===== src/rtl/hack_pkg.sv =====
`default_nettype none
// ============================================================================
// Module      : hack_pkg
// Description : Shared types and instruction field positions for the Hack core.
// Revision    : 1.0 - initial release
// ============================================================================
package hack_pkg;

    localparam int HACK_WIDTH = 16;
    localparam int HACK_AW    = 15;

    // Instruction word field positions
    localparam int C_BIT   = 15;
    localparam int A_BIT   = 12;
    localparam int CTRL_HI = 11;
    localparam int CTRL_LO = 6;
    localparam int DEST_A  = 5;
    localparam int DEST_D  = 4;
    localparam int DEST_M  = 3;
    localparam int JLT     = 2;
    localparam int JEQ     = 1;
    localparam int JGT     = 0;

    typedef enum logic [1:0] {
        FETCH = 2'd0,
        EXEC  = 2'd1,
        WB    = 2'd2
    } state_t;

endpackage
`default_nettype wire


===== src/rtl/alu.sv =====
`default_nettype none
// ============================================================================
// Module      : alu
// Description : Combinational Hack ALU (zx/nx/zy/ny/f/no control, zr/ng flags).
// Revision    : 1.0 - initial release
// ============================================================================
module alu #(
    parameter int WIDTH = 16
) (
    input  logic [WIDTH-1:0] x,
    input  logic [WIDTH-1:0] y,
    input  logic             zx,
    input  logic             nx,
    input  logic             zy,
    input  logic             ny,
    input  logic             f,
    input  logic             no,
    output logic [WIDTH-1:0] out,
    output logic             zr,
    output logic             ng
);

    logic [WIDTH-1:0] w_x_z;
    logic [WIDTH-1:0] w_x_n;
    logic [WIDTH-1:0] w_y_z;
    logic [WIDTH-1:0] w_y_n;
    logic [WIDTH-1:0] w_fn;

    assign w_x_z = zx ? '0 : x;
    assign w_x_n = nx ? ~w_x_z : w_x_z;
    assign w_y_z = zy ? '0 : y;
    assign w_y_n = ny ? ~w_y_z : w_y_z;
    // Carry out of the adder is intentionally dropped
    assign w_fn  = f ? (w_x_n + w_y_n) : (w_x_n & w_y_n);
    assign out   = no ? ~w_fn : w_fn;
    assign zr    = (out == '0);
    assign ng    = out[WIDTH-1];

endmodule
`default_nettype wire


===== src/rtl/hack_cpu_seq.sv =====
`default_nettype none
// ============================================================================
// Module      : hack_cpu_seq
// Description : Multi-cycle Hack CPU core (FETCH/EXEC/WB) driving a shared ALU.
// Revision    : 1.0 - initial release
// ============================================================================
module hack_cpu_seq
    import hack_pkg::*;
#(
    parameter int WIDTH = HACK_WIDTH,
    parameter int AW    = HACK_AW
) (
    input  logic             clock,
    input  logic             reset,
    input  logic [WIDTH-1:0] inst,
    input  logic             inst_valid,
    output logic             inst_ready,
    input  logic [WIDTH-1:0] inM,
    output logic [WIDTH-1:0] outM,
    output logic             writeM,
    output logic [AW-1:0]    addressM,
    output logic [AW-1:0]    pc,
    output logic             retire
);

    state_t           r_state;
    state_t           w_state_nxt;
    logic [WIDTH-1:0] r_ir;
    logic [WIDTH-1:0] r_a;
    logic [WIDTH-1:0] r_d;
    logic [WIDTH-1:0] r_r;
    logic             r_rz;
    logic             r_rn;
    logic [AW-1:0]    r_pc;

    logic [WIDTH-1:0] w_y;
    logic [WIDTH-1:0] w_alu_out;
    logic             w_zr;
    logic             w_ng;
    logic             w_is_c;
    logic             w_jump;

    assign w_is_c = r_ir[C_BIT];
    assign w_y    = r_ir[A_BIT] ? inM : r_a;

    alu #(
        .WIDTH (WIDTH)
    ) u_alu (
        .x   (r_d),
        .y   (w_y),
        .zx  (r_ir[CTRL_HI]),
        .nx  (r_ir[CTRL_HI-1]),
        .zy  (r_ir[CTRL_HI-2]),
        .ny  (r_ir[CTRL_HI-3]),
        .f   (r_ir[CTRL_LO+1]),
        .no  (r_ir[CTRL_LO]),
        .out (w_alu_out),
        .zr  (w_zr),
        .ng  (w_ng)
    );

    assign w_jump = w_is_c && ((r_ir[JLT] && r_rn) ||
                               (r_ir[JEQ] && r_rz) ||
                               (r_ir[JGT] && !r_rn && !r_rz));

    always_comb begin
        w_state_nxt = r_state;
        case (r_state)
            FETCH:   if (inst_valid) w_state_nxt = inst[C_BIT] ? EXEC : WB;
            EXEC:    w_state_nxt = WB;
            WB:      w_state_nxt = FETCH;
            default: w_state_nxt = FETCH;
        endcase
    end

    // State and architectural registers; A-instructions skip EXEC entirely
    always_ff @(posedge clock or posedge reset) begin
        if (reset) begin
            r_state <= FETCH;
            r_ir    <= '0;
            r_a     <= '0;
            r_d     <= '0;
            r_r     <= '0;
            r_rz    <= 1'b0;
            r_rn    <= 1'b0;
            r_pc    <= '0;
        end else begin
            r_state <= w_state_nxt;
            if (r_state == FETCH && inst_valid) begin
                r_ir <= inst;
            end
            if (r_state == EXEC) begin
                r_r  <= w_alu_out;
                r_rz <= w_zr;
                r_rn <= w_ng;
            end
            if (r_state == WB) begin
                r_pc <= w_jump ? r_a[AW-1:0] : r_pc + AW'(1);
                if (!w_is_c) begin
                    r_a <= WIDTH'(r_ir[AW-1:0]);
                end else begin
                    if (r_ir[DEST_A]) r_a <= r_r;
                    if (r_ir[DEST_D]) r_d <= r_r;
                end
            end
        end
    end

    assign inst_ready = (r_state == FETCH) && !reset;
    assign retire     = (r_state == WB);
    assign writeM     = (r_state == WB) && w_is_c && r_ir[DEST_M];
    assign outM       = r_r;
    assign addressM   = r_a[AW-1:0];
    assign pc         = r_pc;

endmodule
`default_nettype wire


===== config.mk =====
export PLATFORM = sky130hd
export DESIGN_NAME = hack_cpu_seq
export DESIGN_NICKNAME = d
export VERILOG_FILES = /design/src/rtl/hack_pkg.sv /design/src/rtl/alu.sv /design/src/rtl/hack_cpu_seq.sv
export SDC_FILE = /design/constraint.sdc
export NUM_CORES = 1
export LEC_CHECK = 0
export CAP_MARGIN = 20
export CELL_PAD_IN_SITES_DETAIL_PLACEMENT = 1
export CELL_PAD_IN_SITES_GLOBAL_PLACEMENT = 2
export CORE_MARGIN = 5
export CORE_UTILIZATION = 32
export DETAILED_ROUTE_END_ITERATION = 10
export PLACE_DENSITY_LB_ADDON = 0.1
export SYNTH_ARGS = -nofsm -noshare
export SYNTH_HDL_FRONTEND = slang
export SYNTH_HIERARCHICAL = 1
export SYNTH_SLANG_ARGS = --single-unit

===== constraint.sdc =====
create_clock -name clock -period 3.7 [get_ports clock]
set_clock_uncertainty 0.1 [all_clocks]
set_input_delay 0.37 -clock clock [delete_from_list [all_inputs] [get_ports clock]]
set_output_delay 0.37 -clock clock [all_outputs]
set_load 0.05 [all_outputs]

==> results of run 1 <==
[worst max-delay path: cells and delay by family, from the launching register on]
family / cells / cell delay, ns
XOR/XNOR: 2 / 0.31
flip-flops: 1 / 0.47
adder cells (fa/ha/maj): 1 / 0.20
buffers and inverters: 1 / 0.15
AND/OR/NAND/NOR: 5 / 0.93
AO/OA/AOI/OAI: 3 / 0.73
multiplexers: 2 / 0.56
[worst paths after layout]
check                                     start                endpoint
setup / recovery           r_ir[12]$_DFFE_PP0P_        r_rz$_DFFE_PP0P_
hold / removal                            reset  r_state[1]$_DFFE_PP0P_
setup reg to reg           r_ir[12]$_DFFE_PP0P_        r_rz$_DFFE_PP0P_
hold reg to reg             r_d[12]$_DFFE_PP0P_     r_d[12]$_DFFE_PP0P_
max in group asynchronous                 reset     outM[9]$_DFFE_PP0P_
min in group clock          r_d[12]$_DFFE_PP0P_     r_d[12]$_DFFE_PP0P_
[power breakdown]
group / internal, mW / switching (mW)
Combinational: 2.76 / 3.21
Clock: 0.611 / 0.390
Sequential: 1.30 / 0.466
[synthesized netlist by cell type, types with 4 or more instances]
library cell / number / area, sq um
dfrtp_1: 83 / 2077
mux2_2: 53 / 596.8
xnor2_1: 49 / 429.2
a21oi_1: 47 / 235.2
nand2b_1: 34 / 212.7
nor2_1: 28 / 105.1
nand2_1: 26 / 97.59
mux2i_1: 24 / 240.2
o21ai_0: 24 / 120.1
buf_4: 21 / 157.7
ha_1: 17 / 212.7
nand3_1: 17 / 85.08
clkbuf_1: 15 / 56.30
inv_1: 13 / 48.80
buf_2: 10 / 50.05
mux2_4: 10 / 150.1
o22ai_1: 9 / 56.30
and3_1: 6 / 37.54
xor2_1: 6 / 52.55
a2bb2oi_1: 5 / 43.79
nand4b_1: 5 / 43.79
nor2b_1: 5 / 31.28
nor3b_1: 5 / 37.54
a211oi_1: 4 / 30.03
a21o_1: 4 / 30.03
a31oi_1: 4 / 25.02
buf_6: 4 / 45.04
nand3b_1: 4 / 30.03
nor3_1: 4 / 20.02
[cell usage in the layout (no fill, tap or decap), types with 4 or more instances in the layout]
cell and n:
buf_4 57, xnor2_1 41, clkbuf_16 9, nand2_1 26, o21ai_1 4, o21ai_0 19, nor2b_1 5, mux2_4 13
and3_1 5, ha_2 4, ha_4 5, nand2b_1 31, nand3_1 16, xnor2_2 6, nand4b_1 5, xor2_1 6
o22ai_1 9, a21oi_1 44, mux2_2 50, nand3b_1 4, ha_1 8, nor2_1 28, clkdlybuf4s50_1 83, mux2i_1 23
a2bb2oi_1 5, inv_1 12, dfrtp_1 82, a31oi_1 4, nor3b_1 4
[sequential cells by signal, summed over array words and instances, names as in the netlist]
name     cells
r_ir        16
r_state      2
r_d         16
r_a         16
r_rn         1
r_rz         1
pc          15
outM        16
[layer usage]
| layer | GRT usage | up-vias | share of wire |
|---|---|---|---|
| li1 | - | 2264 | - |
| met1 | 0.2324 | 2406 | 0.45 |
| met2 | 0.3092 | 82 | 0.50 |
| met3 | 0.02612 | 14 | 0.037 |
| met4 | 0.05302 | 0 | 0.015 |
| met5 | 0 | - | 0 |
[through the flow]
step | cells | setup slack [ns]
2_1_floorplan | 580 | 0.1334
3_3_place_gp | 899 | -0.2858
3_5_place_dp | 900 | -0.2784
4_1_cts | 916 | 0.04105
5_1_grt | 918 | -0.02558
6_report | 918 | 0.1385
[repair_timing]
item,CTS,global route
endpoints found under the hold margin,0,0
resized for setup,3,52
endpoints found under the setup margin,1,3
buffers inserted,0,2
pin swaps,0,22
cloned,0,0
[kinds of logic (layout without fill, tap and decap cells)]
logic type | after synthesis | after routing | synth area share
compound gates | 118 | 118 | 0.1266
xor+xnor | 55 | 55 | 0.08373
fa+ha+maj | 18 | 18 | 0.04045
flops | 83 | 83 | 0.3610
mux | 87 | 87 | 0.1716
buf+inv | 65 | 174 | 0.06372
simple gates | 154 | 154 | 0.1529
[layout make-up]
type | count | area, sq um
fill | 1947 | 10160
multi-input combinational | 432 | 3610
clock buffer | 12 | 246.5
tap | 229 | 286.5
clock inverter | 4 | 73.82
sequential | 83 | 2078
timing repair buffer | 144 | 1329
inverter | 14 | 55.05
==> run metrics, run 1 <==
fraction of final layout cells with drive strength greater than 1=0.2743; average wire length per cell after detail routing=19.92 um; classification of the worst-slack hold path=input port to asynchronous set/reset pin; number of global-route vias before repair=5133; nature of the critical path startpoint=register; post-synthesis instance area=0.005753 sq mm; total vias in the final route=4766; power per cell area=1138 mW/mm^2; kind of critical path=register to register; site row count=49; gr ovfl total=0; most common flop cell mapped by yosys=dfrtp_1; Die Ht=144.1 um; largest net degree at the start of global routing=43; count of flip-flops with a built-in enable after synthesis=0; Netlist cell types=65; number of antenna violations at the first check in global routing=0; global-route total usage across every layer=0.1790; stage delay of the slowest cell on the critical path=0.53 ns; final weighted congestion of routability-driven global placement=0.8356; Fmax=280.8 MHz; Post-Route Hold Slack=0.3957 ns; DR DRC count=0; post-synthesis sequential element count=83; CTS tree=yes; Post-layout nets=737; max-slew violation count=0; Non-Filler Cell Area, Final=0.007679 sq mm; Pre-antenna DRT Iters=4; latest clock arrival within the worst-skew pair=0.35 ns; async set or reset register ratio after synthesis=1.000; Net Count, Synth=633; Yosys Warn Count=6; IR drop worst, VDD=0.4640 mV; Mean Syn Cell Area=9.919 sq um; transition time at the pin with the least slew margin=0.9455 ns; Min Clock Period, post-route=3.562 ns; total half-perimeter wirelength after legalization and detailed placement=13710 um; post-route clock period utilization=0.9626; cell occurring most often along the worst timing path=mux2_4; Syn Inst Count=580; internal reg-to-reg setup slack=0.14 ns; total I/O pin count=84; CTS sink count=83; CTS Root Cell=clkbuf_16; count of H-tree levels built during CTS=3; total setup violations reported at the end of the flow=0; core footprint=0.01784 sq mm; number of buffers created by CTS=9; wire length of the first global-routing pass=28840 um; Slew headroom=0.3696; master of the slowest instance on the critical path=or4_4; maximum number of buffers from clock root to sink=2; Initial DRC Count=178; static power due to leakage=3.144 nW; final hold vios=0; result of the run=completed; final antenna diode count=0; post-route setup TNS=0 ns; clock slew seen by the registers of the worst setup and hold paths=0.06 ns; Layout Area Growth over Synthesis=33.47%; vias per cell=5.192; count of port buffers added during placement=83; placed instance area=0.007044 sq mm; horizontal die dimension=144.1 um; Routed WL=18290 um; number of buffers inserted by hold repair at cts=0; maxcap violations=0; share of the yosys chip area belonging to registers=0.3610; Crit path arrival time=3.70 ns; Core Util, Final=0.4304; die area=0.02076 sq mm; initial cell density of the core=0.3225; critical path fanouts, max=6; cells along the critical path=buf_6 > mux2_4 > nand2b_4 > xnor2_2 > ha_2 > or4_4 > a221oi_4 > nor4_1 > o31ai_1 > nand4b_1 > o311a_1 > xnor2_1 > nor4_2 > mux2_4; endpoint type of the worst setup path=register; PnR Total Power=8.736 mW; path depth of the worst reg2reg path=14; count of nets left with antenna violations after detail routing=0; data required time of the critical path=3.83 ns
Power figures use the tool's default switching activity.
==> run 2, diff against run 1 <==
- CORE_UTILIZATION: 32 -> 38
- SLEW_MARGIN: default -> 20
- clock period: 3.7 -> 4.2 ns (I/O delays scaled with it)
==> run 2 against run 1 <==
Compared with the run above:
- worst setup slack better by 0.23 ns
- critical path depth fell by 1
- sequential cell count stayed put
- critical endpoint unchanged
- die area fell by 15%
- clock power decreased by 24%
- global-route usage up 1.7 points
==> run metrics, run 2 (synthesis gave the netlist of run 1 again) <==
unrepaired setup endpoints after global routing=false; result of the run=completed; critical path fanouts, max=13 (+7); kind of critical path=register to register; count of nets left with antenna violations after detail routing=0 (unchanged); classification of the worst-slack hold path=input port to asynchronous set/reset pin; core footprint=0.01503 sq mm (-16%); site row count=45 (-8.2%); vias per cell=5.414 (+4.3%); largest net degree at the start of global routing=56 (+30%); total I/O pin count=84 (unchanged); CTS tree=yes; met3 routed wirelength=640 um (-5.7%); setup slack after placement=-0.03600 ns (+0.2424 ns); max-slew violation count=0 (unchanged); Pre-antenna DRT Iters=4 (unchanged); horizontal die dimension=133.0 um (-7.7%); Layout Area Growth over Synthesis=20.23%; uppermost layer routed=met4; PnR Total Power=6.625 mW (-24%); latest clock arrival within the worst-skew pair=0.35 ns (about the same); total half-perimeter wirelength after legalization and detailed placement=12710 um (-7.3%); clock slew seen by the registers of the worst setup and hold paths=0.06 ns (about the same); count of port buffers added during placement=83 (unchanged); Initial DRC Count=242 (+36%); # resized after CTS=0 (-3); Core Util, Final=0.4601 (+0.02970); count of H-tree levels built during CTS=3 (unchanged); total vias in the final route=4499 (-5.6%); initial cell density of the core=0.3827 (+0.06023); die area=0.01770 sq mm (-15%); final hold vios=0 (unchanged); maxcap violations=0 (unchanged); endpoint type of the worst setup path=register; Fmax=261.3 MHz (-6.9%); global-route total usage across every layer=0.1955 (+0.01653); average wire length per cell after detail routing=20.35 um (+2.1%); fraction of final layout cells with drive strength greater than 1=0.1664 (-0.1079); most frequent cells in the layout=clkdlybuf4s50_1, dfrtp_1, mux2_2, xnor2_1, a21oi_1; CTS Root Cell=clkbuf_16; number of antenna violations at the first check in global routing=0 (unchanged); Routed WL=16910 um (-7.5%); transition time at the pin with the least slew margin=0.7581 ns (-0.1873 ns); maximum number of buffers from clock root to sink=2 (unchanged); number of cells in the finished layout apart from fillers=831 (-9.5%); Placed Instances=815 (-9.4%); Slew headroom=0.4935 (+0.1239); number of buffers inserted by hold repair at cts=0 (unchanged); final antenna diode count=0 (unchanged); IR drop worst, VDD=0.4124 mV (-11%); power per cell area=957.9 mW/mm^2 (-16%); setup repair bufs after CTS=0 (unchanged); post-route clock period utilization=0.9111 (-0.05148); Crit path arrival time=4.01 ns (+0.31 ns); number of global-route vias before repair=4865 (-5.2%); wire length of the first global-routing pass=27230 um (-5.6%); DR DRC count=0 (unchanged); final weighted congestion of routability-driven global placement=0.8618 (+3.1%); Post-layout nets=691 (-6.2%); data required time of the critical path=4.38 ns (+0.55 ns); Die Ht=133.0 um (-7.7%); setup slack after layout=0.3734 ns (+0.2349 ns); static power due to leakage=2.796 nW (-11%); Routed met1 length=7677 um (-5.8%); CTS sink count=83 (unchanged); Min Clock Period, post-route=3.827 ns (+0.2651 ns); gr ovfl total=0 (unchanged); Non-Filler Cell Area, Final=0.006917 sq mm (-9.9%); commonest non-fill, non-tap cell in the layout=clkdlybuf4s50_1; number of buffers created by CTS=9 (unchanged); routed length on met2=8449 um (-8.0%); nature of the critical path startpoint=register; total setup violations reported at the end of the flow=0 (unchanged); placed instance area=0.006631 sq mm (-5.9%)
[run 2: cell count changes in the layout (fill, tap and decap cells not counted), sizes merged]
cell,previous run,this run
clkinvlp,0,3
clkinv,4,2
clkbuf,12,13
bufinv,2,0
buf,61,15
[run 2: per-layer routing]
| layer | vias up | global-route usage |
|---|---|---|
| li1 | 2171 | - |
| met1 | 2241 | 0.2539 |
| met2 | 76 | 0.3355 |
| met3 | 11 | 0.04677 |
| met4 | 0 | 0.03349 |
| met5 | - | 0 |
[run 2: final cells by class]
cell class	instances	area [sq um]
sequential	83	2078
tap	188	235.2
timing repair buffer	98	943.4
fill	1683	8117
clock buffer	13	260.3
multi-input combinational	432	3322
clock inverter	3	22.52
inverter	14	55.05
[run 2: metrics by stage]
stage          setup TNS, ns  hold WS (ns)
5_1_grt                    0        0.3919
3_3_place_gp               0        0.3932
6_report                   0        0.3589
3_5_place_dp        -0.03600        0.3996
4_1_cts                    0        0.3647
2_1_floorplan              0        0.3678
[run 2: final timing paths]
| path | cells after the start | to | slack [ns] | start |
|---|---|---|---|---|
| setup reg to reg | 13 | r_rz$_DFFE_PP0P_ | 0.37 | r_ir[12]$_DFFE_PP0P_ |
| hold / removal | 2 | r_state[1]$_DFFE_PP0P_ | 0.36 | reset |
| hold reg to reg | 1 | r_d[11]$_DFFE_PP0P_ | 0.41 | r_d[11]$_DFFE_PP0P_ |
| setup / recovery | 13 | r_rz$_DFFE_PP0P_ | 0.37 | r_ir[12]$_DFFE_PP0P_ |
| max in group asynchronous | 3 | r_ir[12]$_DFFE_PP0P_ | 2.48 | reset |
| min in group clock | 1 | r_d[11]$_DFFE_PP0P_ | 0.41 | r_d[11]$_DFFE_PP0P_ |
[run 2: report_power, final]
group	internal, mW	switching, mW	total (mW)
logic	1.78	2.51	4.28
registers	1.15	0.430	1.58
clock network	0.434	0.331	0.765
[run 2: critical path, cell delays in order (launching register included)]
cell and delay, ns:
dfrtp_2 0.51, o21ai_0 0.22, nand2b_1 0.10, xnor2_1 0.13
ha_1 0.25, fa_1 0.45, a211oi_1 0.34, o21ai_0 0.15
o2bb2ai_1 0.35, nand2_1 0.16, a2111oi_1 0.57, nand2_1 0.13
nor4_2 0.14, mux2_2 0.18
